==> src/rtl/ascon_perm_engine.sv <==
// Iterative Ascon permutation engine: one full round per clock, p^12 or p^6,
// with optional absorption of a 64-bit data block into x0 at load time.
module ascon_perm_engine (
    input  logic             clock_i,
    input  logic             resetb_i,
    input  logic             start_i,
    input  logic             mode12_i,
    input  logic             en_xor_data_i,
    input  logic [63:0]      data_i,
    input  logic [4:0][63:0] state_i,
    output logic [4:0][63:0] state_o,
    output logic             busy_o,
    output logic             done_o,
    output logic [3:0]       round_o
);

    typedef enum logic [1:0] {
        IDLE = 2'd0,
        RUN  = 2'd1,
        DONE = 2'd2
    } fsm_e;

    fsm_e             fsm_q, fsm_d;
    logic [4:0][63:0] x_q, x_d;
    logic [3:0]       rnd_q, rnd_d;
    logic [4:0][63:0] round_s;

    function automatic logic [63:0] ror64(input logic [63:0] x, input int unsigned n);
        logic [127:0] tmp;
        tmp = {x, x} >> n;
        return tmp[63:0];
    endfunction

    // ~r equals 15-r for a 4-bit counter, giving the {15-r, r} round constant.
    function automatic logic [4:0][63:0] ascon_round(input logic [4:0][63:0] s,
                                                     input logic [3:0] r);
        logic [63:0] x0, x1, x2, x3, x4;
        logic [63:0] t0, t1, t2, t3, t4;
        logic [4:0][63:0] o;
        x0 = s[0];
        x1 = s[1];
        x2 = s[2] ^ {56'h0, ~r, r};
        x3 = s[3];
        x4 = s[4];
        x0 = x0 ^ x4;
        x4 = x4 ^ x3;
        x2 = x2 ^ x1;
        t0 = x0 ^ (~x1 & x2);
        t1 = x1 ^ (~x2 & x3);
        t2 = x2 ^ (~x3 & x4);
        t3 = x3 ^ (~x4 & x0);
        t4 = x4 ^ (~x0 & x1);
        t1 = t1 ^ t0;
        t3 = t3 ^ t2;
        t0 = t0 ^ t4;
        t2 = ~t2;
        o[0] = t0 ^ ror64(t0, 32'd19) ^ ror64(t0, 32'd28);
        o[1] = t1 ^ ror64(t1, 32'd61) ^ ror64(t1, 32'd39);
        o[2] = t2 ^ ror64(t2, 32'd1)  ^ ror64(t2, 32'd6);
        o[3] = t3 ^ ror64(t3, 32'd10) ^ ror64(t3, 32'd17);
        o[4] = t4 ^ ror64(t4, 32'd7)  ^ ror64(t4, 32'd41);
        return o;
    endfunction

    assign round_s = ascon_round(x_q, rnd_q);

    // Next-state: load on accepted start, one round per cycle while running.
    always_comb begin
        fsm_d = fsm_q;
        x_d   = x_q;
        rnd_d = rnd_q;
        case (fsm_q)
            IDLE, DONE: begin
                if (start_i) begin
                    x_d = state_i;
                    if (en_xor_data_i) begin
                        x_d[0] = state_i[0] ^ data_i;
                    end else begin
                        x_d[0] = state_i[0];
                    end
                    rnd_d = mode12_i ? 4'd0 : 4'd6;
                    fsm_d = RUN;
                end else if (fsm_q == DONE) begin
                    fsm_d = IDLE;
                end else begin
                    fsm_d = fsm_q;
                end
            end
            RUN: begin
                x_d = round_s;
                if (rnd_q == 4'd11) begin
                    rnd_d = rnd_q;
                    fsm_d = DONE;
                end else begin
                    rnd_d = rnd_q + 4'd1;
                    fsm_d = RUN;
                end
            end
            default: begin
                fsm_d = IDLE;
            end
        endcase
    end

    // State, datapath and round counter registers.
    always_ff @(posedge clock_i or negedge resetb_i) begin
        if (!resetb_i) begin
            fsm_q <= IDLE;
            x_q   <= '0;
            rnd_q <= 4'd0;
        end else begin
            fsm_q <= fsm_d;
            x_q   <= x_d;
            rnd_q <= rnd_d;
        end
    end

    assign state_o = x_q;
    assign round_o = rnd_q;
    assign busy_o  = (fsm_q == RUN);
    assign done_o  = (fsm_q == DONE);

endmodule

==> config.mk <==
export PLATFORM = sky130hd
export DESIGN_NAME = ascon_perm_engine
export DESIGN_NICKNAME = d
export VERILOG_FILES = /design/src/rtl/ascon_perm_engine.sv
export SDC_FILE = /design/constraint.sdc
export NUM_CORES = 2
export LEC_CHECK = 0
export BUFFER_PORTS_ARGS = -buffer_cell sky130_fd_sc_hd__buf_2
export CORE_MARGIN = 2
export CORE_UTILIZATION = 35
export DETAILED_ROUTE_END_ITERATION = 7
export PLACE_DENSITY = 0.56
export REMOVE_ABC_BUFFERS = 1
export SLEW_MARGIN = 20
export SYNTH_ARGS = -nofsm -noshare
export SYNTH_HDL_FRONTEND = slang
export SYNTH_SLANG_ARGS = --single-unit
==> constraint.sdc <==
create_clock -name clock_i -period 3.1 [get_ports clock_i]
set_input_delay 0.31 -clock clock_i [delete_from_list [all_inputs] [get_ports clock_i]]
set_output_delay 0.31 -clock clock_i [all_outputs]
set_load 0.02 [all_outputs]
==> results.md <==
- **run status** completed
- **Final Skew** 40.44 ps
- **share of the clock period used by the worst path after layout** 90.08%
- **DR DRC count** 0
- **clock-pin transition on the worst setup and hold timing paths** 70 ps
- **core utilization of the finished layout** 45.30%
- **number of ports placed on the die boundary** 715
- **Wirelength per Cell** 31.56 microns
- **worst hold-check slack** 16.78 ps
- **arrival time at the worst endpoint** 3300 ps
- **total count of hold-check failures in the final report** 0
- **reg2reg setup slack** 310 ps
- **number of resized instances in the post-cts repair step** 0
- **slew margin rel.** 24.25%
- **final wirelength** 166,500 microns
- **Tightest Pin Transition** 1128 ps
- **kind of critical path** reg2reg
- **endpoint kind of the worst setup timing path** flop
- **Die Y** 303.3 microns
- **Worst Setup Start Kind** flop
- **die width** 303.3 microns
- **Vias per Instance** 5.428
- **Final Wtd Congestion** 0.9973
- **core region area** 88,650 sq um
- **Slew Limit Fails** 0
- **part of the Yosys area used for sequential elements** 26.01%
- **Crit path required time** 3610 ps
- **Port-buffer cells** 714
- **Avg Synthesized Cell Area** 9.905 sq um
- **antenna violations before repair** 11
- **largest net degree at the start of global routing** 118
- **routed via count** 28,630
- **post-CTS setup buffer count** 0
- **Num CTS Buffers** 45
- **total gr overflow** 0
- **Initial Utilization** 35.38%
- **synthesized-area fraction occupied by ao, oa, aoi and oai cells** 12.68%
- **share of the synthesized netlist area taken by xor and xnor gates** 41.44%
- **placed standard-cell area** 37,390 sq um
- **P&R area growth vs syn** 28.05%
- **maximum clock rate** 358.1 MHz
- **Final setup violation count** 0
- **violation count after the first detailed-routing iteration** 2,931
- **post-synthesis instance area** 31,360 sq um
- **Final Non-Filler Cells** 5,275
- **Longest Clk Path Bufs** 3
- **post-synthesis sequential element count** 326
- **finished layout cell area** 40,160 sq um
- **Simple-Gate Fraction of Synth Area** 8.347%
- **number of placement rows** 109
- **Hold Crit Class** in2reg
- **commonest cells after routing, fill and taps aside** buf_2 (712), nand2_1 (353), nor2_1 (329), dfrtp_1 (326), xnor2_1 (296)
- **# H-tree levels** 2
- **cell at the root of the clock tree** clkbuf_16
- **Min Clock Period, post-route** 2792 ps
- **# Max-Cap Violations** 0
- **via count of the first global-routing pass** 27,110
- **proportion of synthesized area in mux cells** 0.1277%
- **clock tree from TritonCTS** done
- **overall routing resource usage** 35.43%
- **fraction of final layout cells sized beyond drive strength 1** 27.52%
- **yosys warns** 0
- **Placed Cells incl. Taps** 5,074
- **unrepaired setup endpoints after global routing** no
- **placed wire-length estimate** 136,500 microns
- **Final #Nets** 4,590
- **number of instances in the synthesized netlist** 3,166
- **dominant combinational cell family by area after synthesis** XOR/XNOR gates
- **post-synthesis share of cell area spent on full adders, half adders and majority gates** 7.277%
- **most frequent standard cell in the layout excluding fill and tap cells** buf_2
- **wire length of the first global-routing pass** 223,100 microns
- **clock latency on the worst-skew pair** 620 ps
- **number of antenna-violating nets in the routed design** 0
- **total clock sinks** 326
- **CP Max Fanout** 4
- **synth unique cells** 36
- **number of detailed-routing iterations run before antenna repair** 5
- **area of the die** 92,010 sq um
-- layer usage --
metal  up-vias  wire (microns)  track usage (%)
li1      12540               -                -
met1     14280           66530            46.39
met2      1522           76550            56.69
met3       290           15090            7.539
met4         8            8251            15.04
met5         -              46                0
-- flip-flops by register name, summed over array words and instances, names as in the netlist --
signal   flops
fsm_q        2
round_o      4
state_o    320
-- worst paths after layout --
check                                  start            to  cells past startpoint
worst max-delay path            state_o[118]  state_o[229]                      6
worst min-delay path            state_i[283]  state_o[283]                      3
worst max register to register  state_o[118]  state_o[229]                      6
worst min register to register  state_o[129]  state_o[129]                      2
max in group asynchronous           resetb_i  state_o[188]                      3
min in group asynchronous           resetb_i  state_o[119]                      2
-- repair_timing --
action | 4_1_cts | 5_1_grt
endpoints found under the setup margin | 0 | 0
endpoints found under the hold margin | 158 | 0
hold buffers | 116 | 0
-- Yosys cell counts --
cell,count,share of area (%)
a211oi_1,130,3.1
a21oi_1,135,2.2
a221o_1,2,0.064
a22oi_1,30,0.72
a31oi_1,63,1.3
buf_1,16,0.19
buf_2,6,0.096
buf_4,2,0.048
clkbuf_1,124,1.5
dfrtp_1,326,26
ha_1,129,5.1
inv_1,191,2.3
inv_2,1,0.012
maj3_1,33,1.1
maj3_2,30,1.1
mux2i_1,4,0.13
nand2_1,353,4.2
nand2b_1,2,0.040
nand3_1,1,0.016
nand3b_1,1,0.024
nand4_1,1,0.020
nor2_1,330,3.9
nor2b_1,2,0.040
nor3_1,2,0.032
o211ai_1,87,2.1
o21a_1,23,0.55
o21ai_0,123,2.0
o21ai_1,45,0.72
o221a_2,1,0.036
o31ai_1,1,0.024
xnor2_1,296,8.3
xnor2_2,124,6.4
xnor3_1,252,18
xor2_1,293,8.2
xor2_2,3,0.16
xor3_1,4,0.30
-- per-stage QoR --
step	setup WS [ps]	TNS (ps)
detailed placement	415.3	0
CTS	360.3	0
global route	230.2	0
finish	307.7	0
global placement	375.9	0
floorplan	-22630	-5432560
-- logic make-up (layout without fill, tap and decap cells) --
kind of cell	Yosys count	in the layout
DFF	326	326
AOI/OAI and AO/OA	640	640
xor gates and xnor gates	972	972
adders and majority gates	192	192
muxes	4	4
and+or+nand+nor	692	692
buffers and inverters	340	1280
other	0	4
-- cell type report --
class / count / area [sq um]
Multi-Input combinational cell: 2500 / 21940
Clock buffer: 68 / 1415
Tap cell: 1165 / 1458
Fill cell: 8755 / 48490
Antenna cell: 4 / 10.01
Inverter: 192 / 728.2
Timing Repair Buffer: 1007 / 6276
Clock inverter: 13 / 175.2
Sequential cell: 326 / 8158
-- worst max-delay path, cell delays in order, from the launching register on --
cell	delay [ps]
dfrtp_1	420
inv_1	100
ha_1	310
xnor2_1	200
xnor2_1	910
xnor3_1	580
o21a_1	180
Power is left out: the tool's default activity adds up to more than one toggle a clock period on the data nets, which glitch-free logic cannot reach.
